**src/rtl/csr_pkg.sv**
```systemverilog
// Shared exception codes, WB cause-flag bit positions and commit-controller states.
package csr_pkg;

  localparam logic [5:0] ECODE_INT  = 6'h00;
  localparam logic [5:0] ECODE_ADEF = 6'h08;
  localparam logic [5:0] ECODE_ALE  = 6'h09;
  localparam logic [5:0] ECODE_SYS  = 6'h0B;
  localparam logic [5:0] ECODE_BRK  = 6'h0C;
  localparam logic [5:0] ECODE_INE  = 6'h0D;

  localparam int EXC_ADEF = 0;
  localparam int EXC_INE  = 1;
  localparam int EXC_SYS  = 2;
  localparam int EXC_BRK  = 3;
  localparam int EXC_ALE  = 4;

  typedef enum logic [1:0] {
    ST_IDLE  = 2'd0,
    ST_FLUSH = 2'd1,
    ST_DRAIN = 2'd2
  } state_t;

endpackage

```
**src/rtl/exc_prio_enc.sv**
```systemverilog
// Picks the single cause to report for a committing instruction.
module exc_prio_enc
  import csr_pkg::*;
(
  input  logic       has_int,
  input  logic [4:0] wb_exc,
  input  logic       wb_ertn,
  output logic       take,
  output logic       is_ertn,
  output logic [5:0] ecode,
  output logic       badv_we
);

  always_comb begin
    take    = has_int | (|wb_exc) | wb_ertn;
    is_ertn = 1'b0;
    ecode   = ECODE_INT;
    badv_we = 1'b0;
    if (has_int) begin
      ecode = ECODE_INT;
    end else if (wb_exc[EXC_ADEF]) begin
      ecode   = ECODE_ADEF;
      badv_we = 1'b1;
    end else if (wb_exc[EXC_INE]) begin
      ecode = ECODE_INE;
    end else if (wb_exc[EXC_SYS]) begin
      ecode = ECODE_SYS;
    end else if (wb_exc[EXC_BRK]) begin
      ecode = ECODE_BRK;
    end else if (wb_exc[EXC_ALE]) begin
      ecode   = ECODE_ALE;
      badv_we = 1'b1;
    end else if (wb_ertn) begin
      // ERTN only redirects when nothing else is pending
      is_ertn = 1'b1;
    end
  end

endmodule

```
**src/rtl/exc_commit_ctrl.sv**
```systemverilog
// WB-stage exception/ERTN sequencer: CSR entry pulses, held Pre-IF redirect, post-ack drain.
module exc_commit_ctrl
  import csr_pkg::*;
#(
  parameter int DRAIN_CYCLES = 2
) (
  input  logic        clk,
  input  logic        reset,
  input  logic        wb_valid,
  input  logic [31:0] wb_pc_in,
  input  logic [31:0] wb_vaddr,
  input  logic [4:0]  wb_exc,
  input  logic        wb_ertn,
  input  logic        has_int,
  input  logic [31:0] ex_entry,
  input  logic [31:0] er_entry,
  output logic        commit_kill,
  output logic        wb_ex,
  output logic [5:0]  wb_ecode,
  output logic [8:0]  wb_esubcode,
  output logic [31:0] wb_pc,
  output logic [31:0] wb_badv,
  output logic        wb_badv_we,
  output logic        ertn_flush,
  output logic        flush_req,
  output logic [31:0] flush_pc,
  input  logic        flush_ack,
  output logic        busy
);

  localparam logic [3:0] DRAIN_LD = 4'(DRAIN_CYCLES);

  state_t     state_q, state_d;
  logic [3:0] cnt_q;
  logic       take, is_ertn, badv_we;
  logic [5:0] ecode;
  logic       accept;

  exc_prio_enc u_prio (
    .has_int (has_int),
    .wb_exc  (wb_exc),
    .wb_ertn (wb_ertn),
    .take    (take),
    .is_ertn (is_ertn),
    .ecode   (ecode),
    .badv_we (badv_we)
  );

  assign accept      = (state_q == ST_IDLE) & wb_valid & take;
  assign busy        = (state_q != ST_IDLE);
  // While busy every WB instruction is dropped; nothing is queued behind the redirect
  assign commit_kill = busy ? wb_valid : (accept & ~is_ertn);
  assign wb_esubcode = 9'd0;

  always_comb begin
    state_d = state_q;
    case (state_q)
      ST_IDLE:  if (accept)          state_d = ST_FLUSH;
      ST_FLUSH: if (flush_ack)       state_d = ST_DRAIN;
      ST_DRAIN: if (cnt_q == 4'd1)   state_d = ST_IDLE;
      default:                       state_d = ST_IDLE;
    endcase
  end

  always_ff @(posedge clk) begin
    if (reset) state_q <= ST_IDLE;
    else       state_q <= state_d;
  end

  always_ff @(posedge clk) begin
    if (reset) begin
      cnt_q      <= 4'd0;
      wb_ex      <= 1'b0;
      wb_ecode   <= 6'd0;
      wb_pc      <= 32'd0;
      wb_badv    <= 32'd0;
      wb_badv_we <= 1'b0;
      ertn_flush <= 1'b0;
      flush_req  <= 1'b0;
      flush_pc   <= 32'd0;
    end else begin
      wb_ex      <= 1'b0;
      wb_badv_we <= 1'b0;
      ertn_flush <= 1'b0;
      if (accept) begin
        flush_req <= 1'b1;
        if (is_ertn) begin
          ertn_flush <= 1'b1;
          flush_pc   <= er_entry;
        end else begin
          wb_ex      <= 1'b1;
          wb_ecode   <= ecode;
          wb_pc      <= wb_pc_in;
          wb_badv_we <= badv_we;
          wb_badv    <= badv_we ? wb_vaddr : 32'd0;
          flush_pc   <= ex_entry;
        end
      end
      if (state_q == ST_FLUSH && flush_ack) begin
        flush_req <= 1'b0;
        cnt_q     <= DRAIN_LD;
      end else if (state_q == ST_DRAIN) begin
        cnt_q <= cnt_q - 4'd1;
      end
    end
  end

endmodule
```
**config.mk**
```make
export PLATFORM = sky130hd
export DESIGN_NAME = exc_commit_ctrl
export DESIGN_NICKNAME = d
export VERILOG_FILES = /design/src/rtl/csr_pkg.sv /design/src/rtl/exc_prio_enc.sv /design/src/rtl/exc_commit_ctrl.sv
export SDC_FILE = /design/constraint.sdc
export NUM_CORES = 1
export LEC_CHECK = 0
export CAP_MARGIN = 20
export CORE_MARGIN = 4
export CORE_UTILIZATION = 37
export CTS_CLUSTER_SIZE = 24
export DETAILED_ROUTE_END_ITERATION = 10
export GPL_TIMING_DRIVEN = 0
export PLACE_DENSITY_LB_ADDON = 0.3
export SLEW_MARGIN = 25
export SYNTH_ARGS = -nofsm -noshare
export SYNTH_HDL_FRONTEND = slang
export SYNTH_SLANG_ARGS = --single-unit
```
**constraint.sdc**
```tcl
create_clock -name clk -period 2.41 [get_ports clk]
set_input_delay 0.482 -clock clk [delete_from_list [all_inputs] [get_ports clk]]
set_output_delay 0.482 -clock clk [all_outputs]
set_load 0.01 [all_outputs]
```
; ---- Word level (Yosys, flattened, before mapping)
; Cells that the tools add are included.
[totals]
reg_bits = 112
wordCells = 65
[op_classes]
addsub = 1
n_eq_ne = 6
mux = 30
bitwise_logic = 7
reduce_logical = 10
[ops]
columns = op, count
row1 = $mux 32, 2
row2 = $mux 6, 5
row3 = $mux 1, 16
row4 = $mux 2, 5
row5 = $ne 2x2->1 const B, 3
row6 = $pmux 2 s3, 1
row7 = $reduce_or 5->1, 1
row8 = $eq 4x1->1 const B, 1
row9 = $mux 4, 1
row10 = $reduce_bool 2->1, 2
row11 = $reduce_or 2->1, 2
row12 = $sub 4x1->4 const B, 1
row13 = $and 1x1->1, 3
row14 = $reduce_and 3->1, 1
row15 = $reduce_or 3->1, 1
row16 = $eq 2x1->1 const B, 1
row17 = $eq 2x2->1 const B, 1
row18 = $logic_not 2->1, 1
row19 = $not 1->1, 2
row20 = $or 1x1->1, 2
row21 = $reduce_and 2->1, 1
row22 = $logic_and 1x1->1, 1

; ---- Logic depth before layout (Yosys ltp)
; Gate-level depths: netlist of run 1.
[logic_depth]
depth_word = 10
depth_mapped = 7

; ---- Modules after synthesis
; A second synthesis of run 1 with hierarchy kept.
[unflattened]
cells_unflattened = 542
hier_area_um2 = 4894.7
[by_module_without_submodules]
columns = mod, n_inst, cells_per_inst, area_per_inst_um2
row1 = exc_commit_ctrl, 1, 526, 4789.6
row2 = exc_prio_enc, 1, 16, 105.1

; ---- Worst setup path before layout of run 1
; No wires, ideal clock.
[synth_path]
path_kind = in2reg
startpoint = in wb_exc[1]
endpoint = reg flush_pc[10]
setup_time_ns = 0.089
arrival_time_ns = 1.796
t_required_ns = 2.321
setup_slack_ns = 0.525
stages = 5
n_path_buf = 2
path_cell_list = or4_4 o31a_1 buf_6 buf_6 a311oi_2
[synth_via]
elab_chain_cells = 4
word_cells_on_any_way = 8
cone_classes = mux: 4 / bitwise: 3 / reduce/logical: 1
[synth_rtl]
columns = element, line
row1 = start: declaration, exc_commit_ctrl.sv:12  ; input logic [4:0] wb_exc,
row2 = $reduce_or 5->1 or $mux 1 (tied branches), "exc_prio_enc.sv:15, exc_prio_enc.sv:24"
row3 = $or 1x1->1 or $mux 1 (tied branches), "exc_prio_enc.sv:15, exc_prio_enc.sv:21"
row4 = $or 1x1->1 or $mux 1 (tied branches), "exc_prio_enc.sv:15, exc_prio_enc.sv:19"
row5 = $and 1x1->1 or $mux 32 (tied branches), "exc_commit_ctrl.sv:49, exc_commit_ctrl.sv:87"
row6 = end signal: assignment, exc_commit_ctrl.sv:89  ; flush_pc <= er_entry;
row7 = end signal: assignment, exc_commit_ctrl.sv:96  ; flush_pc <= ex_entry;
row8 = end: declaration, exc_commit_ctrl.sv:26  ; output logic [31:0] flush_pc,
; Several ways; a longest one is shown, not always the timed one.
; A chain may end at the register's enable or synchronous reset.

; ---- Worst setup path in the final report of run 1
[layout_path]
startpoint = in wb_exc[4]
endpoint = out commit_kill
[layout_via]
elab_chain_cells = 9
word_cells_on_any_way = 13
cone_classes = mux: 7 / bitwise: 5 / reduce/logical: 1
[layout_rtl]
columns = element, line
row1 = $mux 1, exc_prio_enc.sv:30  ; end else if (wb_exc[EXC_ALE]) begin
row2 = $mux 1, exc_prio_enc.sv:28  ; end else if (wb_exc[EXC_BRK]) begin
row3 = $mux 1, exc_prio_enc.sv:26  ; end else if (wb_exc[EXC_SYS]) begin
row4 = $mux 1, exc_prio_enc.sv:24  ; end else if (wb_exc[EXC_INE]) begin
row5 = $mux 1, exc_prio_enc.sv:21  ; end else if (wb_exc[EXC_ADEF]) begin
row6 = $mux 1, exc_prio_enc.sv:19  ; if (has_int) begin
row7 = $not 1->1 (no source line), n/a
row8 = $and 1x1->1 *, exc_commit_ctrl.sv:52  ; assign commit_kill = busy ? wb_valid : (accept & ~is_ertn);
row9 = $mux 1 *, exc_commit_ctrl.sv:52
row10 = end: declaration, exc_commit_ctrl.sv:17  ; output logic commit_kill,
; Every way passes the cells marked *; elsewhere a longest branch is shown, timed or not.

==> impl_metrics.env, run 1 <==
export IMPL_post_cts_buffers=0
export IMPL_synth_top_area_cell="dfxtp_1"
export IMPL_synth_commonest_cells="dfxtp_1 (110), nand2_1 (89), a22o_1 (54), nor2_1 (42), a311oi_2 (28)"
export IMPL_die_area_sq_mm=0.0133
export IMPL_root_buffer="clkbuf_16"
export IMPL_fin_crit_ps=2350
export IMPL_final_area_sq_mm=0.00721
export IMPL_grt_max_degree=19
export IMPL_portBuffers=243
export IMPL_clkTransAtPathRegs_ps=70
export IMPL_cp_slowest_cell="or4_4"
export IMPL_netlist_instances=433
export IMPL_ys_seq_area_share_pct=51.5
export IMPL_layout_nets=838
export IMPL_synth_area_top_cells="dfxtp_1 (52%), a22o_1 (11%), a311oi_2 (9.8%), nand2_1 (7.8%), nor2_1 (3.7%)"
export IMPL_ys_warn_count=0
export IMPL_synthSimpleGateAreaFrac_pct=15.2
export IMPL_hold_viol=0
export IMPL_cts_max_level=3
export IMPL_critical_path_class="in2out"
export IMPL_clock_latency_ps=340
export IMPL_clkSinkCount=110
export IMPL_drive_gt1_share_pct=10.7
export IMPL_setup_viol=0
export IMPL_max_vdd_ir_drop_uv=341
export IMPL_yosys_area_top_type_share_pct=51.5
export IMPL_multi_input_area_sq_mm=0.00186
export IMPL_clockBufferDepth=2
export IMPL_fp_dieH_um=115
export IMPL_place_gp_congestion=0.838
export IMPL_synth_top_family_by_area="compound AO/OA/AOI/OAI gates"
export IMPL_die_w_um=115
export IMPL_synthMuxAreaShare_pct=0.234
export IMPL_p_total_uw=4340
export IMPL_path_common_cell="dlygate4sd2_1"
export IMPL_powerDensity_mw_per_mm2=602
export IMPL_hold_path_class="reg2reg"
export IMPL_fillers=927
export IMPL_dp_final_hpwl_mm=11.7
export IMPL_cts_hold_buffers=0
export IMPL_synthAdderAreaFrac_pct=0.585
export IMPL_ant_nets=0
export IMPL_timing_final_crit_share_pct=97.7
export IMPL_crit_fanout=4
export IMPL_ios=256
export IMPL_drv_slew=0
export IMPL_start_util_pct=38.6
export IMPL_ys_seq_elements=110
export IMPL_vias_per_cell=5.00
export IMPL_cp_top_family="buffers and inverters"
export IMPL_drc_errors=0
export IMPL_routedWlPerCell_um=17.2
export IMPL_cp_end_kind="primary output"
export IMPL_synth_area_sq_mm=0.00428
export IMPL_r2r_slack_ps=330
export IMPL_antenna_found_initial=1
export IMPL_synth_edf_count=0
export IMPL_status="finished, final reports clean"
export IMPL_syn_avg_cell_area_sq_um=9.87
export IMPL_p_leak_uw=0.00275
export IMPL_groute_usage_overall_pct=21.1
export IMPL_postPlaceCellArea_sq_mm=0.00692
export IMPL_rsz0062_at_grt="yes"
export IMPL_ys_types=35
export IMPL_critPathMaxStageDelay_ps=520
export IMPL_num_vias=4207
export IMPL_grt_pass1_vias=4416
export IMPL_cp_arrival_ps=1870
export IMPL_synth_xor_area_share_pct=0
export IMPL_grt_ovfl_total=0
export IMPL_worst_slew_pin_slew_ps=703
export IMPL_seqCellArea_sq_mm=0.00220
export IMPL_rows=38
export IMPL_max_slew_margin_rel_pct=53.1
export IMPL_yosysMostFrequentCell="dfxtp_1"
export IMPL_core_area_sq_mm=0.0111
export IMPL_cts_tree="done"
export IMPL_startpoint_type="input port"
export IMPL_timing_fmax_mhz=425
export IMPL_grt_pass1_wl_mm=22.3
export IMPL_synthFlopType="dfxtp_1"
export IMPL_synth_compound_area_share_pct=26.2
export IMPL_cts_made_buffers=9
export IMPL_wirelength_mm=14.5
export IMPL_detail_route_first_pass_iterations=4
export IMPL_crit_chain="dlygate4sd2_1, or4_4, o31a_1, dlygate4sd2_1"
export IMPL_drt_iter0_markers=243
export IMPL_skew_ps=9.46
export IMPL_n_antenna_cell=0
export IMPL_cp_buffers_inverters=2
export IMPL_critPathRequiredTime_ps=1930
export IMPL_drv_cap=0
export IMPL_async_flop_share_pct=0
export IMPL_area_delta_synth_final_pct=68.7
[cells by family after synthesis]
logic type / count (synthesis)
simple gates: 152
fa+ha+maj: 2
flops: 110
other cells: 1
buf+inv: 50
mux: 1
compound gates: 117
[stage by stage]
stage	TNS (ps)	hold slack [ps]	util, %	cells	setup WS, ps
4_1_cts	0	457	65.1	842	34.7
3_3_place_gp	-23330	442	62.5	826	-472
5_1_grt	-135	482	65.1	842	-27.8
3_5_place_dp	-28230	447	62.5	826	-494
2_1_floorplan	0	476	-	443	525
6_report	0	458	65.1	842	56.2
[cell type report]
class | count | area share, %
repair buffers | 243 | 33.6
well taps | 140 | 2.43
clock buffers | 10 | 3.31
multi-input cells | 283 | 25.8
clock inverters | 6 | 0.642
plain buffers | 45 | 3.45
inverters | 5 | 0.260
flip-flops and latches | 110 | 30.5
[registers in the layout (all words and copies together) (netlist names)]
signal	flops
flush_pc	32
wb_ex	1
wb_badv	32
ertn_flush	1
flush_req	1
state_q	2
cnt_q	4
wb_badv_we	1
wb_pc	32
wb_ecode	4
[routing by layer]
metal / share of wire [%] / GRT usage, %
met5: 0.090 / 0
met4: 1.7 / 7.04
met3: 13 / 9.45
met2: 49 / 37.2
met1: 36 / 22.6
[worst register-to-register path: stages, from the launching register on]
cell	delay, ps
dfxtp_1	390
or3b_1	460
a211oi_2	550
clkbuf_1	410
a22o_1	220
[cells in the final DEF (no fill, tap or decap), types with 2 or more instances in the layout]
cell             instances
clkdlybuf4s50_1        238
dfxtp_1                110
nand2_1                 89
a22o_1                  54
nor2_1                  41
a311oi_2                28
clkbuf_1                21
a21oi_1                 18
buf_4                   11
conb_1                  11
clkbuf_16                9
inv_1                    5
buf_2                    5
buf_6                    4
a311oi_1                 4
nor2b_1                  4
o21ai_0                  4
nor3_1                   3
nor3b_1                  3
clkbuf_2                 3
dlygate4sd2_1            3
or2_2                    2
o31a_1                   2
nor4_4                   2
and3_1                   2
a32o_1                   2
buf_1                    2
nor4_1                   2
ha_1                     2
clkinv_4                 2
clkinvlp_4               2
[timing repair]
action | 4_1_cts | 5_1_grt
setup endpoints to repair | 10 | 34
resized for setup | 11 | 7
pin swaps | 0 | 1
[path summary, 6_finish.rpt]
path / from / to / cells past startpoint
hold / removal: wb_pc[27] / wb_pc[27] / 2
hold reg to reg: wb_pc[27] / wb_pc[27] / 2
setup / recovery: wb_exc[4] / commit_kill / 4
setup reg to reg: state_q[0] / wb_pc[17] / 4
[power by group]
group	switching, uW	total, uW	leakage [uW]	internal [uW]
sequential	68.4	2010	0.000902	1940
combinational	393	934	0.00171	541
clock	666	1400	0.000135	735
No activity file was read; power rests on OpenSTA's default activity.
==> run 2, diff against run 1 <==
--- a/config.mk
+++ b/config.mk
@@ -10,6 +10,7 @@
 export CORE_UTILIZATION = 37
 export CTS_CLUSTER_SIZE = 24
 export DETAILED_ROUTE_END_ITERATION = 10
+export GPL_ROUTABILITY_DRIVEN = 0
 export GPL_TIMING_DRIVEN = 0
 export PLACE_DENSITY_LB_ADDON = 0.3
 export SLEW_MARGIN = 25
==> results of run 2 <==
Final layout, timing and power as in run 1 (identical DEF).
